**config.mk**
```make
export PLATFORM = sky130hd
export DESIGN_NAME = cache_req_ctrl
export DESIGN_NICKNAME = d
export VERILOG_FILES = /design/src/rtl/cache_req_ctrl.sv
export SDC_FILE = /design/constraint.sdc
export NUM_CORES = 1
export LEC_CHECK = 0
export BUFFER_PORTS_ARGS = -buffer_cell sky130_fd_sc_hd__buf_2
export CAP_MARGIN = 25
export CORE_UTILIZATION = 52
export CTS_CLUSTER_SIZE = 20
export DETAILED_ROUTE_END_ITERATION = 8
export PLACE_DENSITY = 0.81
export SYNTH_ARGS = -nofsm -noshare
export SYNTH_HDL_FRONTEND = slang
export SYNTH_SLANG_ARGS = --single-unit
```
**constraint.sdc**
```tcl
create_clock -name clk -period 3.6 [get_ports clk]
set_input_delay 0.36 -clock clk [delete_from_list [all_inputs] [get_ports clk]]
set_output_delay 0.36 -clock clk [all_outputs]
set_load 0.01 [all_outputs]
```
**src/rtl/cache_req_ctrl.sv**
```systemverilog
// cache_req_ctrl: request sequencer for one 8-way MESI cache level with per-set tree pseudo-LRU.
// Defining CACHE_STATS_EN adds saturating 32-bit hit_cnt / miss_cnt outputs.
module cache_req_ctrl #(
    parameter int WAYS     = 8,
    parameter int WAYS_REP = 3,
    parameter int TAG      = 12,
    parameter int INDEX    = 4
) (
    input  logic                  clk,
    input  logic                  rstb,
    input  logic                  req_valid,
    output logic                  req_ready,
    input  logic [1:0]            req_cmd,
    input  logic [TAG-1:0]        req_tag,
    input  logic [INDEX-1:0]      req_index,
    output logic                  arr_rd_en,
    output logic [INDEX-1:0]      arr_index,
    input  logic [WAYS*TAG-1:0]   arr_rd_tag,
    input  logic [WAYS*2-1:0]     arr_rd_mesi,
    output logic                  arr_wr_en,
    output logic [WAYS_REP-1:0]   arr_wr_way,
    output logic [TAG-1:0]        arr_wr_tag,
    output logic [1:0]            arr_wr_mesi,
    output logic                  bus_valid,
    output logic [1:0]            bus_op,
    output logic [TAG-1:0]        bus_tag,
    input  logic                  bus_done,
    input  logic                  bus_shared,
    output logic                  rsp_valid,
    output logic                  rsp_hit,
    output logic [WAYS_REP-1:0]   rsp_way
`ifdef CACHE_STATS_EN
    ,
    output logic [31:0]           hit_cnt,
    output logic [31:0]           miss_cnt
`endif
);

    localparam int SETS = 2 ** INDEX;
    localparam logic [1:0] MESI_I = 2'b00, MESI_S = 2'b01, MESI_E = 2'b10, MESI_M = 2'b11;
    localparam logic [1:0] CMD_WRITE = 2'b01, CMD_SNOOP = 2'b10;
    localparam logic [1:0] BUS_FILL = 2'b01, BUS_WB = 2'b10, BUS_UPG = 2'b11;

    typedef enum logic [2:0] {IDLE, LOOKUP, COMPARE, WB, FILL, UPG, UPDATE, RESP} state_t;

    state_t               state_r;
    logic [1:0]           cmd_r;
    logic [TAG-1:0]       tag_r;
    logic [INDEX-1:0]     index_r;
    logic [WAYS_REP-1:0]  way_r;
    logic                 hit_r;
    logic [6:0]           plru_r [SETS];

    logic [TAG-1:0]       way_tag_s  [WAYS];
    logic [1:0]           way_mesi_s [WAYS];
    logic [WAYS-1:0]      hit_vec_s, inv_vec_s;
    logic [WAYS_REP-1:0]  hit_way_s, victim_s, touch_way_s;
    logic [1:0]           hit_mesi_s, victim_mesi_s, fill_mesi_s;
    logic [TAG-1:0]       victim_tag_s;
    logic                 hit_any_s, is_snoop_s, is_write_s, touch_en_s;

    function automatic logic [WAYS_REP-1:0] lowest_way(input logic [WAYS-1:0] v);
        logic [WAYS_REP-1:0] r;
        r = {WAYS_REP{1'b0}};
        for (int w = WAYS - 1; w >= 0; w--) begin
            r = v[w] ? w[WAYS_REP-1:0] : r;
        end
        return r;
    endfunction

    // Tree walk: each node bit points at the half holding the victim.
    function automatic logic [WAYS_REP-1:0] plru_victim(input logic [6:0] b);
        logic       b0, b1;
        logic [2:0] n;
        b0 = b[0];
        b1 = b0 ? b[2] : b[1];
        n  = 3'd3 + {1'b0, b0, b1};
        return {b0, b1, b[n]};
    endfunction

    function automatic logic [6:0] plru_touch(input logic [6:0] b, input logic [WAYS_REP-1:0] w);
        logic [6:0] r;
        r = b;
        r[0] = ~w[2];
        r[w[2] ? 3'd2 : 3'd1] = ~w[1];
        r[3'd3 + {1'b0, w[2:1]}] = ~w[0];
        return r;
    endfunction

    assign req_ready = (state_r == IDLE);

    // Tag compare, victim choice and PLRU touch decode for the set being looked up.
    always_comb begin
        is_snoop_s = (cmd_r == CMD_SNOOP);
        is_write_s = (cmd_r == CMD_WRITE);
        for (int w = 0; w < WAYS; w++) begin
            way_tag_s[w]  = arr_rd_tag[w*TAG +: TAG];
            way_mesi_s[w] = arr_rd_mesi[w*2 +: 2];
            hit_vec_s[w]  = (way_tag_s[w] == tag_r) && (way_mesi_s[w] != MESI_I);
            inv_vec_s[w]  = (way_mesi_s[w] == MESI_I);
        end
        hit_any_s     = |hit_vec_s;
        hit_way_s     = lowest_way(hit_vec_s);
        hit_mesi_s    = way_mesi_s[hit_way_s];
        victim_s      = (|inv_vec_s) ? lowest_way(inv_vec_s) : plru_victim(plru_r[index_r]);
        victim_mesi_s = way_mesi_s[victim_s];
        victim_tag_s  = way_tag_s[victim_s];
        fill_mesi_s   = is_write_s ? MESI_M : (bus_shared ? MESI_S : MESI_E);
        touch_en_s    = ((state_r == COMPARE) && !is_snoop_s && !is_write_s && hit_any_s) ||
                        ((state_r == UPDATE) && !is_snoop_s);
        touch_way_s   = (state_r == COMPARE) ? hit_way_s : way_r;
    end

    // Per-set pseudo-LRU storage.
    always_ff @(posedge clk or negedge rstb) begin
        if (!rstb) begin
            for (int i = 0; i < SETS; i++) plru_r[i] <= 7'd0;
        end else if (touch_en_s) begin
            plru_r[index_r] <= plru_touch(plru_r[index_r], touch_way_s);
        end
    end

    // Request sequencer; every output is set on the transition into the state that owns it.
    always_ff @(posedge clk or negedge rstb) begin
        if (!rstb) begin
            state_r     <= IDLE;
            cmd_r       <= 2'b00;
            tag_r       <= {TAG{1'b0}};
            index_r     <= {INDEX{1'b0}};
            way_r       <= {WAYS_REP{1'b0}};
            hit_r       <= 1'b0;
            arr_rd_en   <= 1'b0;
            arr_index   <= {INDEX{1'b0}};
            arr_wr_en   <= 1'b0;
            arr_wr_way  <= {WAYS_REP{1'b0}};
            arr_wr_tag  <= {TAG{1'b0}};
            arr_wr_mesi <= 2'b00;
            bus_valid   <= 1'b0;
            bus_op      <= 2'b00;
            bus_tag     <= {TAG{1'b0}};
            rsp_valid   <= 1'b0;
            rsp_hit     <= 1'b0;
            rsp_way     <= {WAYS_REP{1'b0}};
        end else begin
            arr_rd_en <= 1'b0;
            arr_wr_en <= 1'b0;
            rsp_valid <= 1'b0;
            rsp_hit   <= 1'b0;
            rsp_way   <= {WAYS_REP{1'b0}};
            case (state_r)
                IDLE: if (req_valid) begin
                    cmd_r     <= req_cmd;
                    tag_r     <= req_tag;
                    index_r   <= req_index;
                    arr_rd_en <= 1'b1;
                    arr_index <= req_index;
                    state_r   <= LOOKUP;
                end
                LOOKUP: state_r <= COMPARE;
                COMPARE: begin
                    way_r <= hit_any_s ? hit_way_s : victim_s;
                    hit_r <= hit_any_s;
                    if (hit_any_s && (is_snoop_s || is_write_s)) begin
                        if (is_snoop_s ? (hit_mesi_s == MESI_M) : (hit_mesi_s == MESI_S)) begin
                            bus_valid <= 1'b1;
                            bus_op    <= is_snoop_s ? BUS_WB : BUS_UPG;
                            bus_tag   <= tag_r;
                            state_r   <= is_snoop_s ? WB : UPG;
                        end else begin
                            arr_wr_en   <= 1'b1;
                            arr_wr_way  <= hit_way_s;
                            arr_wr_tag  <= tag_r;
                            arr_wr_mesi <= is_snoop_s ? MESI_I : MESI_M;
                            state_r     <= UPDATE;
                        end
                    end else if (hit_any_s || is_snoop_s) begin
                        rsp_valid <= 1'b1;
                        rsp_hit   <= hit_any_s;
                        rsp_way   <= hit_any_s ? hit_way_s : {WAYS_REP{1'b0}};
                        state_r   <= RESP;
                    end else begin
                        bus_valid <= 1'b1;
                        bus_op    <= (victim_mesi_s == MESI_M) ? BUS_WB : BUS_FILL;
                        bus_tag   <= (victim_mesi_s == MESI_M) ? victim_tag_s : tag_r;
                        state_r   <= (victim_mesi_s == MESI_M) ? WB : FILL;
                    end
                end
                WB: if (bus_done) begin
                    bus_valid <= 1'b0;
                    bus_op    <= 2'b00;
                    bus_tag   <= {TAG{1'b0}};
                    if (is_snoop_s) begin
                        arr_wr_en   <= 1'b1;
                        arr_wr_way  <= way_r;
                        arr_wr_tag  <= tag_r;
                        arr_wr_mesi <= MESI_I;
                        state_r     <= UPDATE;
                    end else begin
                        state_r <= FILL;
                    end
                end
                // Coming from WB the fill is raised one cycle late so bus_valid dips after bus_done.
                FILL: if (!bus_valid) begin
                    bus_valid <= 1'b1;
                    bus_op    <= BUS_FILL;
                    bus_tag   <= tag_r;
                end else if (bus_done) begin
                    bus_valid   <= 1'b0;
                    bus_op      <= 2'b00;
                    bus_tag     <= {TAG{1'b0}};
                    arr_wr_en   <= 1'b1;
                    arr_wr_way  <= way_r;
                    arr_wr_tag  <= tag_r;
                    arr_wr_mesi <= fill_mesi_s;
                    state_r     <= UPDATE;
                end
                UPG: if (bus_done) begin
                    bus_valid   <= 1'b0;
                    bus_op      <= 2'b00;
                    bus_tag     <= {TAG{1'b0}};
                    arr_wr_en   <= 1'b1;
                    arr_wr_way  <= way_r;
                    arr_wr_tag  <= tag_r;
                    arr_wr_mesi <= MESI_M;
                    state_r     <= UPDATE;
                end
                UPDATE: begin
                    rsp_valid <= 1'b1;
                    rsp_hit   <= hit_r;
                    rsp_way   <= way_r;
                    state_r   <= RESP;
                end
                RESP:    state_r <= IDLE;
                default: state_r <= IDLE;
            endcase
        end
    end

`ifdef CACHE_STATS_EN
    // Saturating hit/miss counters, one update per non-snoop response.
    always_ff @(posedge clk or negedge rstb) begin
        if (!rstb) begin
            hit_cnt  <= 32'd0;
            miss_cnt <= 32'd0;
        end else if ((state_r == RESP) && !is_snoop_s) begin
            if (rsp_hit) begin
                if (hit_cnt != 32'hFFFF_FFFF) hit_cnt <= hit_cnt + 32'd1;
            end else begin
                if (miss_cnt != 32'hFFFF_FFFF) miss_cnt <= miss_cnt + 32'd1;
            end
        end
    end
`endif

endmodule

```
==> results.md <==
* Failing checks: negative setup slack
* Register area share after synthesis at 41.2%
* Fraction of layout cells with a size suffix above 1 at 51.3%
* HP Class: in2reg
* Mean Syn Cell Area at 11.3 um2
* Sw Share at 41.2%
* Total Routing Usage GR at 32.4%
* Total power at 11.5 mW
* Cell with the most instances after synthesis: dfrtp_1
* Post-synth EDFFs at 0
* Number of antenna-violating nets in the routed design at 0
* Die X at 145 um
* Die Span Y at 145 um
* First-pass GRT wire length at 52300 um
* Root Buffer: clkbuf_16
* Filler cells at 1411
* Pint at 6.74 mW
* Setup crit start kind: flip-flop
* Core area at 0.0202 mm2
* Maximum vdd drop at 0.443 mV
* Design Area, Final at 0.0140 mm2
* Fraction of registers with async set/reset at 100%
* DRC viols at 0
* Clock skew at 23.3 ps
* RSZ-0062 raised after global routing: true
* Max-slew violation count at 0
* CTS tree: built
* Initial antenna violation count at 0
* Actual slew at the worst max-slew pin at 792 ps
* Count of cell types in the netlist at 65
* Reg2reg setup slack at -190 ps
* Primary FF master, synth: dfrtp_1
* Max transition margin at 47.2%
* P_sw at 4.72 mW
* CTS Sinks at 176
* Buffers on Ports at 178
* Initial drt markers at 742
* Min Clock Period, post-route at 3790 ps
* N_diodes at 0
* Avg WL per Cell at 23.7 um
* Cell taking the most area after synthesis: dfrtp_1
* Post-synthesis cell count at 945
* Synth top area share at 41.2%
* Final GP Congestion at 1.01
* Vias in the first global route at 9184
* H-tree lvl count at 4
* Gr ovfl total at 0
* Pleak at 6.45 nW
* # nets final at 1353
* Crit path max fanout at 13
* Placed inst area at 0.0127 mm2
* Via density at 6.21
* Setup TNS at -3650 ps
* Non-filler instance count after layout at 1499
* Detailed Place HPWL at 25300 um
* Final period utilization at 105%
* Maximum clock insertion buffer count at 2
* WS Path Type: reg2reg
* Arr. time, crit path at 4100 ps
* Pin count of the biggest net entering global routing at 81
* Worst skew pair latency at 440 ps
* Synthesized flop and latch total at 176
* Outcome: complete, but fails checks
* Initial Util at 53.0%
* Clock group share of total power at 16.9%
* Synth top cells by count: 176 x dfrtp_1, 129 x mux2_2, 63 x nand2_1, 55 x xnor2_1, 45 x nor2_1
* Synthesized area at 0.0107 mm2
* Final wirelength at 35600 um
* DR vias at 9306
* Warnings, synthesis at 0
* Fin util at 69.6%
* TritonCTS buffer count at 17
* IO Pins at 179
* Layout area overhead at 31.4%
* Slowest stage cell, crit path: or4_4
* Crit-path max cell delay at 530 ps
* Logic pwr share at 52.8%
* Worst-path cell chain: xor2_1 > nor4_1 > nand4_1 > or4_4 > a311oi_4 > mux4_2 > mux2_4 > a21o_1 > a2bb2oi_4 > buf_12 > mux2_1
* Max Clock Freq at 264 MHz
* CP required at 3900 ps
* Sequential share of power at 30.3%
* Syn nets at 1082
* Final setup viols at 33
* Worst-path clk slew at 80 ps
* Pwr dens at 816 mW/mm2
* Max_cap viols at 0
* FP Rows at 52
* Fin worst setup slack at -192 ps
* CP Capture Type: flip-flop
* Final hold violation count at 0
* Die ar. at 0.0211 mm2
* Initial DRT Pass Iterations at 5
* Top cells by area, synth: dfrtp_1 41%, mux2_2 14%, mux4_2 6.5%, xnor2_1 4.5%, mux2i_1 4.1%
* Placed cell count at 1442
## logic make-up (layout without fill, tap and decap cells)
logic type / count (synthesis) / after routing / share of synthesized area (%)
buffers and inverters: 77 / 357 / 3.24
multiplexers: 221 / 223 / 26.4
AND/OR/NAND/NOR: 218 / 219 / 10.7
adder cells (fa/ha/maj): 2 / 2 / 0.234
AO/OA/AOI/OAI: 154 / 155 / 10.3
flip-flops: 176 / 176 / 41.2
XOR/XNOR: 97 / 97 / 7.95
## power by group through the flow
stage          sequential (mW)  clock (mW)  combinational (mW)
2_1_floorplan             3.17           0                3.54
3_5_place_dp              3.46           0                5.14
3_3_place_gp              3.42           0                5.01
4_1_cts                   3.41        1.94                5.45
5_1_grt                   3.53        2.03                6.41
6_report                  3.47        1.94                6.05
## stage by stage
| step | hold WS, ps | setup slack, ps |
|---|---|---|
| finish | 129 | -192 |
| global route | 151 | -337 |
| CTS | 123 | -140 |
| detailed placement | 446 | -258 |
| global placement | 446 | -186 |
| floorplan | 64.4 | -23.1 |
## final timing paths
check	from	endpoint	depth (start not counted)
min in group asynchronous	rstb	arr_wr_tag[5]	2
max reg2reg	tag_r[2]	arr_wr_tag[4]	11
min	req_cmd[1]	cmd_r[1]	3
max	tag_r[2]	arr_wr_tag[4]	11
max in group asynchronous	rstb	plru_r[25]	3
min reg2reg	bus_tag[4]	bus_tag[4]	1
## state kept, by name, summed over array words and instances, names as in the netlist, 3 cells and up
signal and flops:
index_r 4, state_r 3, plru_r 112, bus_tag 12
arr_wr_tag 12, way_r 3, tag_r 12, rsp_way 3
arr_wr_way 3
## critical path: cells and delay by family, from the launching register on
| family | cells | cell delay [ps] |
|---|---|---|
| buf+inv | 1 | 170 |
| compound gates | 3 | 750 |
| flops | 1 | 470 |
| simple gates | 3 | 1110 |
| xor+xnor | 1 | 180 |
| mux | 3 | 980 |
## cell type report
type | count | area [um2] | area share, %
well taps | 270 | 338 | 2.41
flip-flops and latches | 176 | 4420 | 31.5
inverters | 10 | 37.5 | 0.267
multi-input cells | 696 | 6490 | 46.3
repair buffers | 315 | 2120 | 15.1
clock buffers | 17 | 425 | 3.03
clock inverters | 15 | 208 | 1.48
## cells in the final DEF (no fill, tap or decap), types with 10 or more instances in the layout
cell type,netlist,final
a31oi_1,12,10
mux2_4,9,23
mux2i_1,44,39
dfrtp_1,176,168
a211oi_1,17,15
xnor2_1,55,55
buf_2,16,177
nand4_1,17,17
nand2_1,63,45
xor2_1,42,40
nor2b_1,18,18
nand2_2,0,18
buf_4,6,114
nor2_1,45,39
a21oi_1,26,22
buf_6,2,13
mux4_2,31,31
o22ai_1,31,24
mux2_2,129,124
nor3_1,11,11
clkbuf_16,0,18
o21ai_0,15,14
a22o_1,12,12
## per-layer routing
metal  vias up  track usage [%]  routed length (um)
li1       4066                -                   -
met1      4609             41.8               13900
met2       536             53.8               17600
met3        95             5.99                2880
met4         0             13.4                1260
met5         -                0                   0
## what timing repair did
item / CTS / global route
cloned: 1 / 5
gates resized for setup: 28 / 93
setup endpoints to repair: 117 / 145
pin swaps: 7 / 22
hold endpoints to repair: 9 / 0
buffers inserted: 8 / 10
hold buffers: 1 / 0
Note: power is estimated with default switching activity, not from simulation.
